### config.mk
export PLATFORM = sky130hd
export DESIGN_NAME = lsu_bus_adapter
export DESIGN_NICKNAME = d
export VERILOG_FILES = /design/src/rtl/lsu_bus_adapter.sv
export SDC_FILE = /design/constraint.sdc
export NUM_CORES = 1
export LEC_CHECK = 0
export ABC_CLOCK_PERIOD_IN_PS = 2200
export CAP_MARGIN = 20
export CORE_AREA = 2 2 173 90
export DETAILED_ROUTE_END_ITERATION = 7
export DIE_AREA = 0 0 175 92
export GPL_TIMING_DRIVEN = 0
export MAX_ROUTING_LAYER = met4
export PLACE_DENSITY = 0.86
export SLEW_MARGIN = 20
export SYNTH_ARGS = -nofsm -noshare
export SYNTH_HDL_FRONTEND = slang
export SYNTH_SLANG_ARGS = --single-unit
### constraint.sdc
create_clock -name clk -period 2.2 [get_ports clk]
set_clock_uncertainty 0.1 [all_clocks]
set_input_delay 0.44 -clock clk [delete_from_list [all_inputs] [get_ports clk]]
set_output_delay 0.44 -clock clk [all_outputs]
set_load 0.02 [all_outputs]
### src/rtl/lsu_bus_adapter.sv
// Load/store unit bus adapter: turns decoded memory-control fields into a single word-aligned
// bus transaction with byte strobes, and returns the extended load data or an error.
module lsu_bus_adapter #(
    parameter int XLEN    = 32,
    parameter int TIMEOUT = 255
) (
    input  logic            clk,
    input  logic            rst_n,
    input  logic            req_valid,
    output logic            req_ready,
    input  logic            mem_load,
    input  logic            mem_wr,
    input  logic [2:0]      mem_opt,
    input  logic            mem_signed,
    input  logic [XLEN-1:0] addr,
    input  logic [XLEN-1:0] wdata,
    output logic            resp_valid,
    output logic [XLEN-1:0] resp_rdata,
    output logic            resp_err,
    output logic [1:0]      resp_cause,
    output logic            bus_valid,
    input  logic            bus_ready,
    output logic            bus_we,
    output logic [XLEN-1:0] bus_addr,
    output logic [3:0]      bus_wstrb,
    output logic [XLEN-1:0] bus_wdata,
    input  logic            bus_rvalid,
    input  logic [XLEN-1:0] bus_rdata
);

    localparam int CW = (TIMEOUT < 2) ? 1 : $clog2(TIMEOUT + 1);
    localparam logic [CW-1:0] CNT_LAST = CW'(TIMEOUT - 1);

    localparam logic [2:0] OPT_B = 3'b001;
    localparam logic [2:0] OPT_H = 3'b011;
    localparam logic [2:0] OPT_W = 3'b111;

    localparam logic [1:0] CAUSE_NONE    = 2'd0;
    localparam logic [1:0] CAUSE_MISALGN = 2'd1;
    localparam logic [1:0] CAUSE_ILLEGAL = 2'd2;
    localparam logic [1:0] CAUSE_TIMEOUT = 2'd3;

    typedef enum logic [1:0] {
        IDLE     = 2'd0,
        BUS_REQ  = 2'd1,
        BUS_WAIT = 2'd2,
        RESP     = 2'd3
    } state_e;

    state_e          state_q, state_d;
    logic [CW-1:0]   cnt_q, cnt_d;
    logic            load_q, load_d;
    logic [2:0]      opt_q, opt_d;
    logic            sign_q, sign_d;
    logic [1:0]      off_q, off_d;
    logic            we_q, we_d;
    logic [XLEN-1:0] baddr_q, baddr_d;
    logic [3:0]      strb_q, strb_d;
    logic [XLEN-1:0] bwdata_q, bwdata_d;
    logic            rv_q, rv_d;
    logic            err_q, err_d;
    logic [1:0]      cause_q, cause_d;
    logic [XLEN-1:0] rdata_q, rdata_d;

    logic            accept;
    logic            isOp;
    logic            illegal;
    logic            misaligned;
    logic [3:0]      reqStrb;
    logic [XLEN-1:0] rshift;
    logic [XLEN-1:0] loadData;

    assign accept     = req_valid && (state_q == IDLE);
    assign isOp       = mem_load || mem_wr;
    assign illegal    = (mem_load && mem_wr) || !(mem_opt inside {OPT_B, OPT_H, OPT_W});
    assign misaligned = ((mem_opt == OPT_H) && addr[0]) ||
                        ((mem_opt == OPT_W) && (addr[1:0] != 2'b00));

    always_comb begin
        reqStrb = 4'b1111;
        case (mem_opt)
            OPT_B:   reqStrb = 4'b0001 << addr[1:0];
            OPT_H:   reqStrb = 4'b0011 << addr[1:0];
            default: reqStrb = 4'b1111;
        endcase
    end

    // The bus returns the whole word; bring the addressed lane down to bit 0 before extending.
    assign rshift = bus_rdata >> {off_q, 3'b000};

    always_comb begin
        loadData = bus_rdata;
        case (opt_q)
            OPT_B:   loadData = {{(XLEN-8){sign_q & rshift[7]}}, rshift[7:0]};
            OPT_H:   loadData = {{(XLEN-16){sign_q & rshift[15]}}, rshift[15:0]};
            default: loadData = bus_rdata;
        endcase
    end

    always_comb begin
        state_d  = state_q;
        cnt_d    = cnt_q;
        load_d   = load_q;
        opt_d    = opt_q;
        sign_d   = sign_q;
        off_d    = off_q;
        we_d     = we_q;
        baddr_d  = baddr_q;
        strb_d   = strb_q;
        bwdata_d = bwdata_q;
        rv_d     = 1'b0;
        err_d    = 1'b0;
        cause_d  = CAUSE_NONE;
        rdata_d  = '0;

        case (state_q)
            IDLE: begin
                if (accept && isOp) begin
                    load_d = mem_load;
                    opt_d  = mem_opt;
                    sign_d = mem_signed;
                    off_d  = addr[1:0];
                    if (illegal) begin
                        state_d = RESP;
                        rv_d    = 1'b1;
                        err_d   = 1'b1;
                        cause_d = CAUSE_ILLEGAL;
                    end else if (misaligned) begin
                        state_d = RESP;
                        rv_d    = 1'b1;
                        err_d   = 1'b1;
                        cause_d = CAUSE_MISALGN;
                    end else begin
                        state_d  = BUS_REQ;
                        cnt_d    = '0;
                        we_d     = mem_wr;
                        baddr_d  = {addr[XLEN-1:2], 2'b00};
                        strb_d   = reqStrb;
                        bwdata_d = wdata << {addr[1:0], 3'b000};
                    end
                end
            end
            // A handshake in the final allowed cycle still counts; the bus has seen it.
            BUS_REQ: begin
                if (bus_ready) begin
                    state_d = BUS_WAIT;
                    cnt_d   = '0;
                end else if (cnt_q == CNT_LAST) begin
                    state_d = RESP;
                    rv_d    = 1'b1;
                    err_d   = 1'b1;
                    cause_d = CAUSE_TIMEOUT;
                end else begin
                    cnt_d = cnt_q + CW'(1);
                end
            end
            BUS_WAIT: begin
                if (bus_rvalid) begin
                    state_d = RESP;
                    rv_d    = 1'b1;
                    rdata_d = load_q ? loadData : '0;
                end else if (cnt_q == CNT_LAST) begin
                    state_d = RESP;
                    rv_d    = 1'b1;
                    err_d   = 1'b1;
                    cause_d = CAUSE_TIMEOUT;
                end else begin
                    cnt_d = cnt_q + CW'(1);
                end
            end
            RESP: begin
                state_d = IDLE;
            end
            default: begin
                state_d = IDLE;
            end
        endcase
    end

    always_ff @(posedge clk or negedge rst_n) begin
        if (!rst_n) begin
            state_q  <= IDLE;
            cnt_q    <= '0;
            load_q   <= 1'b0;
            opt_q    <= 3'b000;
            sign_q   <= 1'b0;
            off_q    <= 2'b00;
            we_q     <= 1'b0;
            baddr_q  <= '0;
            strb_q   <= 4'b0000;
            bwdata_q <= '0;
            rv_q     <= 1'b0;
            err_q    <= 1'b0;
            cause_q  <= CAUSE_NONE;
            rdata_q  <= '0;
        end else begin
            state_q  <= state_d;
            cnt_q    <= cnt_d;
            load_q   <= load_d;
            opt_q    <= opt_d;
            sign_q   <= sign_d;
            off_q    <= off_d;
            we_q     <= we_d;
            baddr_q  <= baddr_d;
            strb_q   <= strb_d;
            bwdata_q <= bwdata_d;
            rv_q     <= rv_d;
            err_q    <= err_d;
            cause_q  <= cause_d;
            rdata_q  <= rdata_d;
        end
    end

    // bus_valid follows the state directly so an asynchronous reset drops it at once.
    assign req_ready  = (state_q == IDLE);
    assign bus_valid  = (state_q == BUS_REQ);
    assign bus_we     = we_q;
    assign bus_addr   = baddr_q;
    assign bus_wstrb  = strb_q;
    assign bus_wdata  = bwdata_q;
    assign resp_valid = rv_q;
    assign resp_err   = err_q;
    assign resp_cause = cause_q;
    assign resp_rdata = rdata_q;

endmodule

==> impl_metrics.py <==
metrics = {
    "outcome": {
        "status": "finished, final reports clean",
    },
    "critical_path": {
        "crit_type": "in -> reg",
        "worstPathArrival_ns": 2.36,
        "slowest_delay_ns": 0.54,
        "path_max_fanout": 10,
        "r2r_slack_ns": 0.08,
        "critPathLaunchType": "input port",
        "crit_path_cell_trace": "clkdlybuf4s50_1 > mux4_2 > mux2_2 > a21oi_4 > buf_6 > nor2_1",
        "r2r_end": "cnt_q[7]",
        "cp-end-kind": "flop",
        "reg2reg_from": "state_q[1]",
        "r2r_cells": 8,
        "critPathSlowestCell": "mux4_2",
        "crit_required_ns": 2.39,
    },
    "place": {
        "port-buffer-count": 210,
        "routabilityCongestion": 0.9303,
        "place_inst": 1061,
        "dp_slack_ns": -0.6558,
        "dp_hpwl_um": 14170,
    },
    "power_and_ir_drop": {
        "powerDensity_nw_per_um2": 1263,
        "peakVddDrop_mv": 0.7290,
        "p_seq_frac": 0.306,
        "pwr-share-comb": 0.430,
        "p_sw_frac": 0.3719,
        "p_switching_uw": 4173,
        "clockPowerShare": 0.265,
        "p_leak_uw": 0.004046,
        "p_int_uw": 7049,
        "power_uw": 11220,
    },
    "synth": {
        "seq_area_frac_synth": 0.5255,
        "ys.flop_type": "dfrtp_1",
        "synth-seq-cells": 120,
        "synth_edf_count": 0,
        "netlist_area_um2": 5714,
        "yosys_warnings": 0,
        "postSynthAreaPerCell_um2": 8.859,
        "synth-async-reset-ratio": 1.000,
        "synth_cells": 645,
        "synthDistinctLibCells": 43,
    },
    "finish": {
        "stdcell_count": 1101,
        "finish.utilization": 0.5984,
        "nNetsFinal": 999,
        "drive_gt1_frac": 0.09253,
        "antenna_cells": 0,
        "synthToLayoutAreaGrowth_pct": 55.55,
    },
    "detailed_routing": {
        "drt_wl_total_um": 18500,
        "ant_nets": 0,
        "vias": 5606,
        "drcViolationCount": 0,
        "via_per_inst": 5.092,
        "drt-pass1-iter-count": 5,
        "first_iter_violations": 548,
        "wire_per_inst_um": 16.81,
    },
    "floorplan": {
        "fp-row-count": 32,
        "start_util": 0.3847,
        "ioPinCount": 214,
        "core_area_um2": 14850,
        "die_h_um": 92,
        "die_w_um": 175,
        "die_area_um2": 16100,
    },
    "global_route": {
        "grt.total_usage": 0.2406,
        "grt_pass1_vias": 5514,
        "antenna_found_initial": 0,
        "grt_overflow_total": 0,
        "grt_pass1_wl_um": 29170,
        "grt_max_degree": 65,
    },
    "sta": {
        "finalCriticalPeriod_ns": 2.171,
        "layout_setup_ws_ns": 0.02878,
        "holdWs_ns": 0.3198,
        "rsz0062_at_grt": "yes",
        "final_hold_viol_count": 0,
        "slew_violations": 0,
        "post-route-period-util": 0.9869,
        "tightestPinTransition_ns": 0.7800,
        "setup_viol": 0,
        "slew_headroom": 0.4781,
        "max_freq_mhz": 460.6,
    },
    "clock_network": {
        "clkSinkCount": 120,
        "tritoncts": "yes",
        "cts_root_buf": "clkbuf_16",
        "cts_max_path_buffers": 2,
        "clk_latency_ns": 0.40,
        "numCtsBuffers": 17,
        "htree_levels": 4,
        "clk_pin_slew_ns": 0.06,
    },
    "worst_hold_path": {
        "hp-start": "mem_opt[2]",
        "worstHoldEndpoint": "opt_q[2]",
        "hp-class": "in -> reg",
        "hold_depth": 3,
    },
    "flow_run": {
        "drv_cap": 0,
    },
}
[cells by family (layout without fill, tap and decap cells)]
logic type / Yosys count / after routing / share of synthesized area
AND/OR/NAND/NOR: 290 / 290 / 0.2080
AO/OA/AOI/OAI: 143 / 143 / 0.1526
flip-flops: 120 / 120 / 0.5255
buffers and inverters: 54 / 305 / 0.04182
multiplexers: 29 / 29 / 0.05386
adder cells (fa/ha/maj): 8 / 8 / 0.01752
other: 1 / 2 / 0.0006563
[layer usage]
| layer | share of wire | global-route usage | vias to the layer above | routed length, um |
|---|---|---|---|---|
| met4 | 0.0056 | 0.04653 | 0 | 103 |
| li1 | - | - | 2636 | - |
| met3 | 0.087 | 0.06841 | 15 | 1606 |
| met1 | 0.50 | 0.3524 | 2676 | 9210 |
| met5 | 0 | - | - | 0 |
| met2 | 0.41 | 0.3317 | 279 | 7583 |
[timing repair]
item,CTS,global route
resized for setup,17,23
hold buffers,1,0
setup endpoints to repair,79,88
pin swaps,2,3
setup buffers,1,8
hold endpoints to repair,56,0
[worst max path at each step]
stage,startpoint,end,slack [ns],cells after the start
after floorplan,state_q[0],cnt_q[2],0.08,7
after global placement,rst_n,bus_addr[10],-4.14,1
after detailed placement,mem_opt[1],bus_wstrb[2],-0.66,6
after CTS,state_q[0],bus_addr[24],-0.02,7
after global routing,mem_load,bus_wdata[0],-0.03,6
final,bus_rdata[31],resp_rdata[23],0.03,6
[stage by stage]
step                TNS [ns]  area [um2]
finish                     0        8889
global route         -0.1810        8889
CTS                 -0.03586        8798
detailed placement    -43.42        8107
global placement     -531.27        8078
floorplan                  0        5720
[cells in the final DEF, fill, tap and decap left out, types with 3 or more instances in the layout]
cell type        synthesis  final
buf_6                    3      5
clkdlybuf4s50_1          0    205
nand2_1                201    201
mux2_2                   4      4
mux2i_1                 24     24
clkinv_4                 0      4
and3_1                   3      3
inv_1                   14     12
clkinvlp_4               0      3
a211oi_1                 8      8
o31ai_1                 12     11
o21ai_0                 63     63
clkbuf_16                0     17
nand2b_1                 4      3
a21oi_1                 31     31
dfrtp_1                120    119
buf_4                    2     13
nand3_1                 16     16
clkbuf_2                 0     12
o211ai_1                 5      5
a21o_1                   4      4
bufinv_16                0      4
clkbuf_1                28     17
nor2b_1                 14     13
ha_1                     8      7
nor2_1                  42     41
a31oi_1                  9      9
[cell usage after synthesis, types with 2 or more instances]
library cell	number	area [um2]
nand2_1	201	754.5
dfrtp_1	120	3003
o21ai_0	63	315.3
nor2_1	42	157.7
a21oi_1	31	155.2
clkbuf_1	28	105.1
mux2i_1	24	240.2
nand3_1	16	80.08
inv_1	14	52.55
nor2b_1	14	87.58
o31ai_1	12	90.09
a31oi_1	9	56.30
a211oi_1	8	60.06
ha_1	8	100.1
buf_2	5	25.02
o211ai_1	5	37.54
a21o_1	4	30.03
mux2_2	4	45.04
nand2b_1	4	25.02
and3_1	3	18.77
buf_6	3	33.78
a21oi_4	2	32.53
and2_1	2	12.51
buf_1	2	7.510
buf_4	2	15.01
nor3_1	2	10.01
[registers in the layout (all words and copies together) (netlist names)]
register,count
resp_err,1
bus_we,1
sign_q,1
bus_wdata,32
resp_valid,1
resp_cause,2
load_q,1
off_q,2
opt_q,3
state_q,2
bus_wstrb,4
cnt_q,8
resp_rdata,32
bus_addr,30
[cell type report]
type | instances | area (um2)
fill | 1264 | 5966
buffer | 38 | 205.2
tap | 204 | 255.2
timing repair buffer | 221 | 2211
clock buffer | 19 | 432.9
multi-input combinational | 472 | 2532
clock inverter | 13 | 195.2
sequential | 120 | 3004
inverter | 14 | 52.55
[power groups by stage]
stage | sequential, uW | clock [uW] | combinational, uW
after CTS | 3430 | 3010 | 4700
final | 3430 | 2970 | 4820
after global routing | 3520 | 3120 | 5200
after floorplan | 4230 | 0 | 1620
after detailed placement | 3460 | 0 | 4620
after global placement | 3420 | 0 | 4520
[worst max-delay path, delay by kind of cell]
kind	cells	cell delay, ns
AO/OA/AOI/OAI	1	0.30
buffers and inverters	2	0.71
multiplexers	2	0.84
AND/OR/NAND/NOR	1	0.06
Note: power is estimated with default switching activity, not from simulation.
